File: src/rtl/iodelay_tap_sequencer.sv
// Multi-channel IDELAY/ODELAY tap sequencer with load, readback check and up/down tap sweeps,
// plus the free-running test-trigger generator. Everything runs in the 200 MHz IO clock domain.
module iodelay_tap_sequencer #(
  parameter int NUM_CH     = 4,
  parameter int TAP_W      = 5,
  parameter int SETTLE_CYC = 4,
  parameter int DWELL_CYC  = 16,
  parameter int TRG_W      = 5
) (
  input  logic                    clk,
  input  logic                    rst_n,
  input  logic                    rdy,
  input  logic                    cmd_valid,
  output logic                    cmd_ready,
  input  logic [1:0]              cmd_mode,
  input  logic [NUM_CH-1:0]       cmd_ch_mask,
  input  logic [TAP_W-1:0]        cmd_tap,
  input  logic [TAP_W-1:0]        cmd_step,
  input  logic                    abort,
  output logic [NUM_CH-1:0]       dly_ld,
  output logic [NUM_CH*TAP_W-1:0] dly_cntvaluein,
  input  logic [NUM_CH*TAP_W-1:0] dly_cntvalueout,
  output logic [TAP_W-1:0]        tap_cur,
  output logic                    busy,
  output logic                    step_stb,
  output logic                    done,
  output logic                    err,
  output logic [NUM_CH-1:0]       err_ch,
  input  logic                    trg_en,
  output logic                    trg_out
);

  localparam logic [2:0] S_IDLE   = 3'd0;
  localparam logic [2:0] S_LOAD   = 3'd1;
  localparam logic [2:0] S_SETTLE = 3'd2;
  localparam logic [2:0] S_CHECK  = 3'd3;
  localparam logic [2:0] S_DWELL  = 3'd4;
  localparam logic [2:0] S_DONE   = 3'd5;

  localparam logic [1:0] MODE_UP = 2'd1;
  localparam logic [1:0] MODE_DN = 2'd2;

  localparam int CNT_MAX = (SETTLE_CYC > DWELL_CYC) ? SETTLE_CYC : DWELL_CYC;
  localparam int CNT_W   = (CNT_MAX > 1) ? $clog2(CNT_MAX) : 1;
  localparam logic [CNT_W-1:0] SETTLE_INIT = CNT_W'(SETTLE_CYC - 1);
  localparam logic [CNT_W-1:0] DWELL_INIT  = CNT_W'(DWELL_CYC - 1);

  logic [2:0]              state_q, state_d;
  logic                    sweep_q, sweep_d;
  logic                    up_q, up_d;
  logic [NUM_CH-1:0]       mask_q, mask_d;
  logic [TAP_W-1:0]        step_q, step_d;
  logic [TAP_W-1:0]        tap_q, tap_d;
  logic [NUM_CH*TAP_W-1:0] cntval_q, cntval_d;
  logic [NUM_CH-1:0]       ld_q, ld_d;
  logic [CNT_W-1:0]        cnt_q, cnt_d;
  logic                    err_q, err_d;
  logic [NUM_CH-1:0]       err_ch_q, err_ch_d;
  logic [TRG_W-1:0]        trg_q, trg_d;
  logic                    live_q, live_d;

  logic                    accept;
  logic [TAP_W:0]          up_sum;
  logic [TAP_W:0]          dn_diff;
  logic                    sweep_last;
  logic [TAP_W-1:0]        tap_next;

  // live_q keeps cmd_ready low while reset is asserted even when rdy is already high
  assign cmd_ready      = (state_q == S_IDLE) && rdy && live_q;
  assign accept         = cmd_valid && cmd_ready;
  assign busy           = (state_q != S_IDLE);
  assign step_stb       = (state_q == S_CHECK) && sweep_q && !abort && rdy;
  assign done           = (state_q == S_DONE) && !abort && rdy;
  assign dly_ld         = ld_q;
  assign dly_cntvaluein = cntval_q;
  assign tap_cur        = tap_q;
  assign err            = err_q;
  assign err_ch         = err_ch_q;
  assign trg_out        = trg_q[TRG_W-1];

  // The extra carry/borrow bit tells us the current tap was the last one of the sweep
  assign up_sum     = {1'b0, tap_q} + {1'b0, step_q};
  assign dn_diff    = {1'b0, tap_q} - {1'b0, step_q};
  assign sweep_last = up_q ? up_sum[TAP_W] : dn_diff[TAP_W];
  assign tap_next   = up_q ? up_sum[TAP_W-1:0] : dn_diff[TAP_W-1:0];

  always_comb begin
    state_d  = state_q;
    sweep_d  = sweep_q;
    up_d     = up_q;
    mask_d   = mask_q;
    step_d   = step_q;
    tap_d    = tap_q;
    cntval_d = cntval_q;
    ld_d     = '0;
    cnt_d    = cnt_q;
    err_d    = err_q;
    err_ch_d = err_ch_q;
    live_d   = 1'b1;
    trg_d    = trg_en ? (trg_q + TRG_W'(1)) : '0;

    case (state_q)
      S_IDLE: begin
        if (accept) begin
          sweep_d  = (cmd_mode == MODE_UP) || (cmd_mode == MODE_DN);
          up_d     = (cmd_mode == MODE_UP);
          mask_d   = cmd_ch_mask;
          step_d   = (cmd_step == '0) ? TAP_W'(1) : cmd_step;
          tap_d    = cmd_tap;
          err_d    = 1'b0;
          err_ch_d = '0;
          ld_d     = cmd_ch_mask;
          for (int i = 0; i < NUM_CH; i++) begin
            if (cmd_ch_mask[i]) cntval_d[i*TAP_W +: TAP_W] = cmd_tap;
          end
          state_d  = S_LOAD;
        end
      end
      S_LOAD: begin
        cnt_d   = SETTLE_INIT;
        state_d = S_SETTLE;
      end
      S_SETTLE: begin
        if (cnt_q == '0) state_d = S_CHECK;
        else             cnt_d   = cnt_q - CNT_W'(1);
      end
      S_CHECK: begin
        for (int i = 0; i < NUM_CH; i++) begin
          if (mask_q[i] && (dly_cntvalueout[i*TAP_W +: TAP_W] != tap_q)) begin
            err_ch_d[i] = 1'b1;
            err_d       = 1'b1;
          end
        end
        if (sweep_q) begin
          cnt_d   = DWELL_INIT;
          state_d = S_DWELL;
        end else begin
          state_d = S_DONE;
        end
      end
      S_DWELL: begin
        if (cnt_q != '0) begin
          cnt_d = cnt_q - CNT_W'(1);
        end else if (sweep_last) begin
          state_d = S_DONE;
        end else begin
          tap_d = tap_next;
          ld_d  = mask_q;
          for (int i = 0; i < NUM_CH; i++) begin
            if (mask_q[i]) cntval_d[i*TAP_W +: TAP_W] = tap_next;
          end
          state_d = S_LOAD;
        end
      end
      S_DONE: begin
        state_d = S_IDLE;
      end
      default: begin
        state_d = S_IDLE;
      end
    endcase

    // Losing rdy or an abort ends the command at once; the applied tap is left where it was
    if (state_q != S_IDLE) begin
      if (!rdy) begin
        state_d  = S_IDLE;
        err_d    = 1'b1;
        err_ch_d = err_ch_q;
        ld_d     = '0;
        tap_d    = tap_q;
        cntval_d = cntval_q;
      end else if (abort) begin
        state_d  = S_IDLE;
        ld_d     = '0;
        tap_d    = tap_q;
        cntval_d = cntval_q;
      end
    end
  end

  always_ff @(posedge clk or negedge rst_n) begin
    if (!rst_n) begin
      state_q  <= S_IDLE;
      sweep_q  <= 1'b0;
      up_q     <= 1'b0;
      mask_q   <= '0;
      step_q   <= '0;
      tap_q    <= '0;
      cntval_q <= '0;
      ld_q     <= '0;
      cnt_q    <= '0;
      err_q    <= 1'b0;
      err_ch_q <= '0;
      trg_q    <= '0;
      live_q   <= 1'b0;
    end else begin
      state_q  <= state_d;
      sweep_q  <= sweep_d;
      up_q     <= up_d;
      mask_q   <= mask_d;
      step_q   <= step_d;
      tap_q    <= tap_d;
      cntval_q <= cntval_d;
      ld_q     <= ld_d;
      cnt_q    <= cnt_d;
      err_q    <= err_d;
      err_ch_q <= err_ch_d;
      trg_q    <= trg_d;
      live_q   <= live_d;
    end
  end

endmodule

File: config.mk
export PLATFORM = sky130hd
export DESIGN_NAME = iodelay_tap_sequencer
export DESIGN_NICKNAME = d
export VERILOG_FILES = /design/src/rtl/iodelay_tap_sequencer.sv
export SDC_FILE = /design/constraint.sdc
export NUM_CORES = 1
export LEC_CHECK = 0
export CAP_MARGIN = 40
export CORE_MARGIN = 5
export CORE_UTILIZATION = 43
export DETAILED_ROUTE_END_ITERATION = 10
export PLACE_DENSITY = 0.71
export SETUP_SLACK_MARGIN = 0.02
export SYNTH_ARGS = -nofsm -noshare
export SYNTH_HDL_FRONTEND = slang
export SYNTH_SLANG_ARGS = --single-unit
File: constraint.sdc
create_clock -name clk -period 6.2 [get_ports clk]
set_clock_uncertainty 0.2 [all_clocks]
set_input_delay 0.62 -clock clk [delete_from_list [all_inputs] [get_ports clk]]
set_output_delay 0.62 -clock clk [all_outputs]
set_load 0.02 [all_outputs]
==> results of run 1 <==
## sequential cells by signal (all words and copies together), names as in the netlist
name,count
dly_cntvaluein,20
step_q,5
tap_cur,5
trg_q,5
cnt_q,4
dly_ld,4
err_ch,4
mask_q,4
state_q,3
err,1
live_q,1
sweep_q,1
up_q,1
## power groups by stage
| stage | registers [mW] | logic, mW | clock network [mW] |
|---|---|---|---|
| global route | 0.552 | 0.593 | 0.418 |
| finish | 0.542 | 0.547 | 0.395 |
| floorplan | 0.568 | 0.310 | 0 |
| detailed placement | 0.548 | 0.549 | 0 |
| CTS | 0.543 | 0.553 | 0.400 |
| global placement | 0.546 | 0.536 | 0 |
## cells by family after synthesis
kind of cell | count (synthesis) | synth area share, %
compound gates | 52 | 11.4
fa+ha+maj | 16 | 6.34
mux | 28 | 11.9
xor+xnor | 27 | 6.97
other cells | 1 | 0.111
simple gates | 100 | 14.9
flops | 58 | 42.8
buf+inv | 37 | 5.60
## worst paths after layout
| check | to | slack [ns] | from |
|---|---|---|---|
| worst max-delay path | step_stb | 3.17 | rdy |
| worst min-delay path | state_q[1] | 0.20 | rst_n |
| worst max register to register | dly_cntvaluein[14] | 3.31 | tap_cur[0] |
| worst min register to register | trg_q[0] | 0.27 | trg_q[0] |
| max in group asynchronous | trg_q[0] | 5.10 | rst_n |
| min in group clk | trg_q[0] | 0.27 | trg_q[0] |
## routing by layer
| layer | vias up | share of wire, % |
|---|---|---|
| met2 | 71 | 50 |
| met4 | 0 | 1.5 |
| met5 | - | 0 |
| li1 | 1230 | - |
| met3 | 10 | 5.0 |
| met1 | 1244 | 43 |
## through the flow
stage / util [%] / setup slack, ns
final: 57.6 / 3.17
after global routing: 57.6 / 3.01
after CTS: 57.6 / 3.14
after detailed placement: 54.7 / 3.05
after global placement: 54.7 / 3.11
after floorplan: - / 3.58
## cell type report
| class | count | area share [%] |
|---|---|---|
| Sequential cell | 58 | 32.8 |
| Clock buffer | 9 | 2.80 |
| Multi-Input combinational cell | 224 | 39.5 |
| Clock inverter | 7 | 2.29 |
| Inverter | 19 | 1.61 |
| Tap cell | 102 | 2.88 |
| Timing Repair Buffer | 81 | 18.1 |
## Yosys cell counts, drive strengths merged (2+ instances only)
master	instances
a21oi	10
a22o	5
a31oi	3
and2	4
and3	5
buf	10
clkbuf	8
dfrtp	58
fa	2
ha	14
inv	19
mux2	25
mux2i	3
nand2	41
nand2b	2
nand3	8
nor2	13
nor2b	5
nor3	10
nor4	3
o21a	3
o21ai	18
o22ai	2
o31a	2
o41ai	2
or2	3
xnor2	14
xor2	13
## layout by cell type (no fill, tap or decap), types with 10 or more instances in the layout
| cell type | instances |
|---|---|
| ha_1 | 14 |
| o21ai_1 | 12 |
| mux2_4 | 25 |
| dfrtp_1 | 58 |
| clkdlybuf4s50_1 | 79 |
| inv_1 | 19 |
| a21oi_1 | 10 |
| nor2_1 | 11 |
| nand2_1 | 41 |
| xor2_1 | 13 |
| xnor2_1 | 14 |
==> results.txt, run 1 <==
The run finished with clean final reports. The count of maximum capacitance violations was 0; the routing usage on met1 was 22.4%. Smallest hold slack: 0.196 ns. In the global route stage, met2 resource usage came out at 29.1%. The final critical path takes up 48.9% of the cycle. Dividing the detail-routed wire length by the instance count gives 16.7 um.

Global routing finished with a remaining overflow of 0. The height of the die came out at 98.8 um. The first global-routing pass estimated 13500 um of wire. The run gives 0 as the number of setup violations in the final report. Summed over all nets, the switching power comes to 517 uW. The number of nets handed over by synthesis was 377. The cell count after synthesis is 319, and the starting DRC count in detailed routing is 84. The net count of the finished layout is 451. The final-report hold violation count is 0.

The clock passes through at most 2 buffers. Area share of the leading cell type in the synthesized netlist: 42.8%. For the core area, the log shows 7690 um2. The die covers 9770 um2. The final cell count without fillers came out at 500. Total global routing track utilization: 17.7%. The slowest stage of the critical path is the clkdlybuf4s50_1 cell. For this run, the top clock speed supported by timing is 330 MHz.

Data on the critical path is required at its endpoint by 5.38 ns. Registers are responsible for 36.5% of the overall power. The final weighted congestion in routability-driven placement came out at 0.871. Critical path start-end classification: primary input to output port. The nature of the critical path endpoint was an output port. Die width: 98.8 um. The repair_antennas step left the layout with diodes totalling 0. By area the synthesized netlist is led by dfrtp_1 (43%), mux2_4 (11%), ha_1 (5.2%).

Master cell of the clock root buffer: clkbuf_8. Net switching is 34.8% of the power. Delay of the slowest cell on the worst path: 0.63 ns. Setup repair after global routing left no endpoint under its margin.

For the via count of the first global-routing pass, the log shows 2635. Cell repeated most along the worst path: clkdlybuf4s50_1. The total count of max-transition violations in the final report is 0.

Traced cell by cell, the critical path runs through clkdlybuf4s50_1, nand2b_1, nor3_1, clkdlybuf4s50_1. TritonCTS created 9 clock buffers. The number of nets still failing antenna checks after routing was 0. The tightest min-delay check is of the primary input to async pin type. Counting both buffers and inverters, the worst setup path holds a total of 2.

After detailed routing, the number of vias per cell comes to 5.11. The worst-case IR drop observed on VDD is 0.130 mV. After synthesis, the netlist uses 51 different library cells. The depth of the CTS H-tree is 3, and the number of synthesized flops with an enable pin is 0. The pin count of the biggest net entering global routing is 59, and the synthesis-stage register bit count is 58. The fraction of final layout cells with drive strength greater than 1 was 13.8%. With fillers left out, the area of the finished cells amounts to 4430 um2. The pre-antenna-repair detailed-routing pass consisted of 4 iterations.

The initial antenna violation count came out at 0. The global-route layer with the greatest usage was met2. The instance count on the critical path is 4. For this run, global-route usage on met3 was measured as 4.60%. Registers take 1450 um2. In the synthesized netlist the dominant register cell turns out to be dfrtp_1.

TritonCTS built the clock tree. In the routed design, unresolved DRC markers number 0. The later pin in the worst-skew pair is clocked with a latency of 0.35 ns. In this run the core area contains 32 standard-cell rows.

The mapped netlist covers 3390 um2. In this run the worst path has a maximum fanout of 7. For the worst setup path, the data arrival time is 2.21 ns. The layout has 679 filler cells. The final layout contains routed wiring with a total length of 8340 um.

The initial core utilization is 44.1%. The tools report the part of the Yosys area used for sequential elements as 42.8%. The number of placed instances, taps included, is 484.

The relative contribution of the clock network to total power was 26.6%; the number of cells upsized or downsized after cts was 0. The power share of the combinational group came out at 36.8%. Counting I/O delays and the setup requirement, the final critical path takes 3.03 ns. The setup total negative slack is 0 ns, and the reported leakage power is 1.99 nW.

Across all layers, the routed design uses 2555 vias. Power density relative to cell area: 335 nW/um2. Summed over all nets, the half-perimeter wirelength after detailed placement is 6220 um. The top-level I/O count was 81; the worst-margin pin slew was 0.879 ns. The tools report the setup fix buffers added after clock tree synthesis as 0.

After synthesis, the share of flip-flops with an asynchronous set or reset is 100%. For the synthesis warning total, the log shows 0. After layout, the design draws a total of 1.48 mW. The mean instance size in the synthesized netlist is 10.6 um2, and the post-CTS clock slew at the launch and capture registers of the worst setup and hold paths is 0.08 ns. The area of combinational cells with multiple inputs is 1750 um2.

CTS saw 58 sinks. dfrtp_1 takes more of the synthesized area than any other cell. The worst setup path is launched from a primary input.

The cell area after placement was 4210 um2. Cell internal power was estimated by the tool at 967 uW. For the number of buffers inserted by hold repair at cts, the log shows 0. Kind of cell adding the most delay to the critical path: buffers and inverters. Port buffering added 80 buffers. The relative slew slack is 41.4%, and the worst reg-to-reg path cell count is 9. Compared with the post-synthesis result, the final layout area differs by 30.6%.
(Power assumes the default switching activity.)
==> run 2, diff against run 1 <==
Clock period 6.2 ns to 3.2 ns, I/O delays scaled along.
==> results.txt, run 2 (synthesized netlist as in run 1, its figures left out) <==
The total design power is 2.87 mW (+94%). The top-level I/O count was 81 (unchanged). The number of vias per cell after detailed routing is 5.13 (+0.48%).

The worst hold path belongs to the class register to register. The run gives 17.6% (-0.038 points) as the total global routing track utilization. The detailed-route wire length came out at 8280 um (-0.76%).

The run gives 1.89 mW (+96%) as the total internal power. The later-pin clock latency in the skew report came out at 0.33 ns (-0.02 ns). The tools report the launch point of the critical path as tap_cur[4].

The core area was 7690 um2 (unchanged). The post-route minimum period was 2.74 ns; the height of the die was 98.8 um (unchanged). The post-CTS clock slew at the launch and capture registers of the worst setup and hold paths is 0.07 ns (about the same), and the area overhead of the layout relative to synthesis is 31.9%.

The count of vias placed by the detailed router is 2598 (+1.7%). Launch instance of the worst register-to-register path: tap_cur[4]. The tree is rooted in a clkbuf_8. The detailed-route DRC error count was 0 (unchanged).

Largest fanout of any net on the critical path: 8 (+1). Cell with the largest stage delay on the worst path: dfrtp_1. The quantity of I/O buffers inserted on ports was 80 (unchanged); the largest vdd supply drop was 0.251 mV (+93%).

The power density relative to cell area was 642 nW/um2 (+92%); the post-layout net count was 457 (+1.3%). The critical path start-end classification is register to register. The final weighted congestion in routability-driven placement came out at 0.824 (-5.4%). The share of power burned in registers is 35.2% (-1.3 points), and the worst-margin pin slew is 0.645 ns (-0.234 ns). The run gives 4480 um2 (+1.0%) as the final standard cell area without fillers. The startpoint type of the worst setup path was a register.

CTS buffer count: 9 (unchanged). The delay of the slowest cell on the worst path is 0.52 ns (-0.11 ns), and the number of nets still failing antenna checks after routing is 0 (unchanged). The logs give 0 (unchanged) for the total count of max-transition violations in the final report and 3 (unchanged) for the depth of the CTS H-tree. Wire length per cell: 16.4 um (-1.9%).

The logs give 9770 um2 (unchanged) for the full die area and 4 (unchanged) for the detailed-routing iteration count for the pre-antenna-repair pass. In the layout the commonest cells are clkdlybuf4s50_1 (79), dfrtp_1 (58), nand2_1 (41). Net switching power of the design: 979 uW (+89%).

For the number of diodes, the log shows 0 (unchanged). The starting DRC count in detailed routing came out at 101 (+20%). The number of cells upsized or downsized after cts is 0 (unchanged), and the die width is 98.8 um (unchanged).

The setup total negative slack was 0 ns (unchanged). In the finished design, the share of the clock period the worst path needs comes to 85.6%. The fraction of final layout cells with drive strength greater than 1 was 14.9% (+1.0 points); the flip-flop count of the largest register after layout was 20 (unchanged). The count of maximum capacitance violations was 0 (unchanged); the smallest hold slack was 0.265 ns (+0.0691 ns).

The run gives 0 (unchanged) as the initial antenna violation count. The startpoint of the worst hold path was trg_q[0]. TritonCTS built the clock tree. The worst setup path is captured at a register. The pin count of the biggest net entering global routing is 32 (-46%), and the switching share of power is 34.1% (-0.78 points).

The run gives 365 MHz as the maximum operating frequency. The tools report the remaining global-route overflow as 0 (unchanged). Setup repair after global routing left no endpoint under its margin. Relative slew slack: 57.0% (+16 points).

The cell area after placement was 4240 um2 (+0.89%); the worst-case clock buffer depth was 2 (unchanged). The power share of the combinational group was 39.0% (+2.2 points). Broken down by cell family, the worst path's largest delay share belongs to compound AO/OA/AOI/OAI gates. The run gives 0 (unchanged) as the final-report hold violation count.

The worst endpoint required time is 3.22 ns (-2.16 ns). For the critical path data arrival time, the log shows 2.76 ns (+0.55 ns). The initial core utilization is 44.1% (unchanged). For the clock sink total, the log shows 58 (unchanged). The tools report the wire length of the first global-routing pass as 13500 um (about the same). The run finished with clean final reports. Relative contribution of the clock network to total power: 25.8% (-0.8 points). The via count of the first global-routing pass was 2626 (-0.34%). The count of standard-cell rows came out at 32 (unchanged). The buffer and inverter count on the worst path is 0 (-2). The most common library cell in the layout ignoring fill and taps was clkdlybuf4s50_1.

Walking the worst path, the cells encountered are ha_1, nor2b_1, o21ai_1, o311ai_4, a31oi_4, a22o_1, mux2_4. The detailed placement HPWL came out at 6340 um (+2.1%). The logs give 0 (unchanged) for the number of setup violations in the final report and 2.02 nW (+1.5%) for the reported leakage power. The utilization after layout was 58.2% (+0.60 points).
-- run 2: changes by cell type in the layout (fill, tap and decap cells not counted), sizes merged --
| cell | change |
|---|---|
| clkbuf | +4 |
| buf | +5 |
| bufinv | -1 |
| clkinv | -2 |
| inv | -1 |
| dlygate4sd3 | +1 |
-- run 2: metal layers --
metal / vias up / track usage [%] / part of all wire, %
li1: 1244 / - / -
met1: 1261 / 22.5 / 44
met2: 83 / 28.9 / 50
met3: 10 / 4.46 / 4.8
met4: 0 / 6.51 / 1.7
met5: - / 0 / 0
-- run 2: cell type report --
cell class,instances,area (um2)
clock inverters,3,45.0
flip-flops and latches,58,1450
fillers,660,3210
well taps,102,128
repair buffers,87,851
clock buffers,13,179
multi-input cells,224,1750
inverters,19,71.3
-- run 2: worst paths after layout --
check | endpoint | slack [ns] | depth (start not counted)
worst max-delay path | dly_cntvaluein[0] | 0.46 | 7
worst min-delay path | trg_q[0] | 0.27 | 1
worst max register to register | dly_cntvaluein[0] | 0.46 | 7
worst min register to register | trg_q[0] | 0.27 | 1
max in group asynchronous | tap_cur[1] | 1.62 | 3
min in group asynchronous | cnt_q[2] | 0.35 | 2
-- run 2: worst register-to-register path, stage by stage, from the launching register on --
cell and delay, ns:
dfrtp_1 0.52, ha_1 0.43, nor2b_1 0.07, o21ai_1 0.21, o311ai_4 0.14, a31oi_4 0.29, a22o_1 0.43, mux2_4 0.34
-- run 2: stage by stage --
step	setup WS [ns]	std cells
global placement	0.571	489
CTS	0.477	506
finish	0.460	506
floorplan	0.585	319
detailed placement	0.494	489
global route	0.344	506
-- run 2: power groups by stage --
stage	Sequential (mW)	Combinational [mW]	Clock, mW
6_report	1.01	1.12	0.742
5_1_grt	1.03	1.21	0.794
4_1_cts	1.01	1.13	0.754
3_5_place_dp	1.02	1.12	0
3_3_place_gp	1.02	1.10	0
2_1_floorplan	1.10	0.600	0
-- run 2: repair_timing --
action,4_1_cts,5_1_grt
endpoints found under the hold margin,27,0
setup buffers,0,0
hold buffers,1,0
==> run 3, diff against run 2 <==
Settings changed: CORE_UTILIZATION 43 to 40, DONT_BUFFER_PORTS set to 1, MAX_ROUTING_LAYER set to met4, PLACE_DENSITY 0.71 to not set.
==> results.txt, run 3 (synthesized netlist as in run 1, its figures left out) <==
For the worst-case clock buffer depth, the log shows 2 (unchanged). The flip-flop count of the largest register after layout is 20 (unchanged), and the setup total negative slack is 0 ns (unchanged). For the count of standard-cell rows, the log shows 33 (+3.1%). The worst setup path is captured at a register.

The critical path in this run is classified as register to register. The post-CTS clock slew at the launch and capture registers of the worst setup and hold paths was 0.08 ns (about the same); the detailed-routing iteration count for the pre-antenna-repair pass was 4 (unchanged). The run gives 0 (unchanged) as the count of maximum capacitance violations. The via count of the first global-routing pass came out at 2425 (-7.7%).

From synthesis to final layout, the design area changed by 13.9%. The initial core utilization was 41.1% (-3.0 points). Number of vias per cell after detailed routing: 5.23 (+1.8%). The die width came out at 102 um (+3.3%). The full die area came out at 10400 um2 (+6.7%). The area taken by flip-flops and latches came out at 1450 um2 (unchanged). The wire length per cell came out at 18.4 um (+12%). Number of filler instances in the final layout: 775 (+17%). The run gives 13200 um (-2.6%) as the wire length of the first global-routing pass. The starting DRC count in detailed routing was 61 (-40%).

The fraction of final layout cells with drive strength greater than 1 came out at 18.5% (+3.6 points). For the total instance count after detailed placement, the log shows 415 (-15%). The tightest min-delay check is of the primary input to register type.

The later-pin clock latency in the skew report came out at 0.34 ns (about the same). The final weighted congestion in routability-driven placement came out at 0.848 (+2.9%). The worst setup path is launched from a register. The largest fanout of any net on the critical path is 6 (-2).

The logs give 0 (unchanged) for the total count of max-transition violations in the final report and 81 (unchanged) for the top-level I/O count. The flow ran to the end, and the final reports show no timing, DRC or antenna violations. The detailed-route DRC error count came out at 0 (unchanged). The run gives 394 (-14%) as the post-layout net count.

The master cell of the clock root buffer is clkbuf_8. CTS buffer count: 9 (unchanged). The height of the die was 102 um (+3.3%); the post-route minimum period was 2.72 ns (-0.0182 ns). The tools report the relative slew slack as 55.3% (-1.7 points). In the layout the commonest cells are dfrtp_1 (58), nand2_1 (41), mux2_4 (25). Power density relative to cell area: 688 nW/um2 (+7.3%). The run gives 0 (unchanged) as the remaining global-route overflow.

For the pin count of the biggest net entering global routing, the log shows 59 (+84%). For the final-report hold violation count, the log shows 0 (unchanged). Worst endpoint required time: 3.22 ns (about the same). The reported leakage power was 1.79 nW (-11%). The worst-margin pin slew is 0.665 ns (+0.0203 ns). For the depth of the CTS H-tree, the log shows 3 (unchanged). The setup fix buffers added after clock tree synthesis was 0 (unchanged). The detailed-route wire length is 8200 um (-0.98%). Count of vias placed by the detailed router: 2331 (-10%). TritonCTS built the clock tree. The clock sink total was 58 (unchanged). The share of the cycle needed by the critical path after routing works out to 85.1% (-0.57 points).

The total global routing track utilization is 17.2% (-0.44 points). Setup repair after global routing left no endpoint under its margin. The initial antenna violation count is 0 (unchanged), and the final cell count without fillers is 446 (-12%). The run gives 2.74 ns (-0.02 ns) as the critical path data arrival time.

The number of diodes is 0 (unchanged). The logs give 6190 um (-2.4%) for the detailed placement HPWL and 0 (unchanged) for the number of nets still failing antenna checks after routing. The quantity of I/O buffers inserted on ports came out at 0 (-100%).

The library cell used most frequently in the layout, excluding fill and tap cells, is dfrtp_1. The maximum operating frequency is 367 MHz (+0.67%), and the number of setup violations in the final report is 0 (unchanged). For the largest vdd supply drop, the log shows 0.303 mV (+20%). The smallest hold slack was 0.0267 ns (-0.239 ns); the core area was 8260 um2 (+7.4%).

Area of combinational cells with multiple inputs: 1750 um2 (unchanged).
[run 3: repair_timing]
action                                  in CTS  in global routing
hold endpoints to repair                    74                  0
endpoints found under the setup margin       0                  0
resized for setup                            0                  0
hold buffers                                15                  0
[run 3: final timing paths]
kind	startpoint	to	slack [ns]	cells past startpoint
setup / recovery	tap_cur[1]	dly_cntvaluein[8]	0.48	7
hold / removal	cmd_mode[1]	sweep_q	0.03	3
setup reg to reg	tap_cur[1]	dly_cntvaluein[8]	0.48	7
hold reg to reg	trg_q[0]	trg_q[0]	0.26	1
max in group asynchronous	rst_n	tap_cur[4]	2.24	2
min in group asynchronous	rst_n	cnt_q[2]	0.29	2
[run 3: area by class of cell]
cell class / count / area share [%]
Timing Repair Buffer: 24 / 6.08
Multi-Input combinational cell: 224 / 45.3
Clock buffer: 9 / 3.20
Sequential cell: 58 / 37.5
Inverter: 19 / 1.84
Clock inverter: 7 / 2.62
Tap cell: 105 / 3.40
[run 3: worst max-delay path: stages, from the launching register on]
cell,delay [ns]
dfrtp_1,0.61
ha_1,0.33
nor2b_4,0.14
o21a_4,0.20
o311ai_4,0.29
a31oi_4,0.10
a22o_1,0.38
mux2_4,0.35
[run 3: layer usage]
layer  wire length [um]  GRT usage [%]  up-vias
met3                583           5.80       13
met4                124           4.64        0
met2               4000           27.4       67
li1                   -              -     1118
met1               3490           20.9     1133
met5                  0              -        -
[run 3: where the power goes]
group / leakage (nW) / internal, mW / switching (mW)
logic: 0.963 / 0.380 / 0.374
registers: 0.723 / 0.872 / 0.272
clock network: 0.106 / 0.443 / 0.320
[run 3: per-stage QoR]
stage	setup WS [ns]	cell area [um2]	power, mW	utilization (%)
after floorplan	0.585	3390	1.70	-
after global placement	0.513	3470	1.87	42.1
after detailed placement	0.480	3470	1.88	42.1
after CTS	0.456	3870	2.70	46.8
after global routing	0.344	3870	2.82	46.8
final	0.478	3870	2.66	46.8
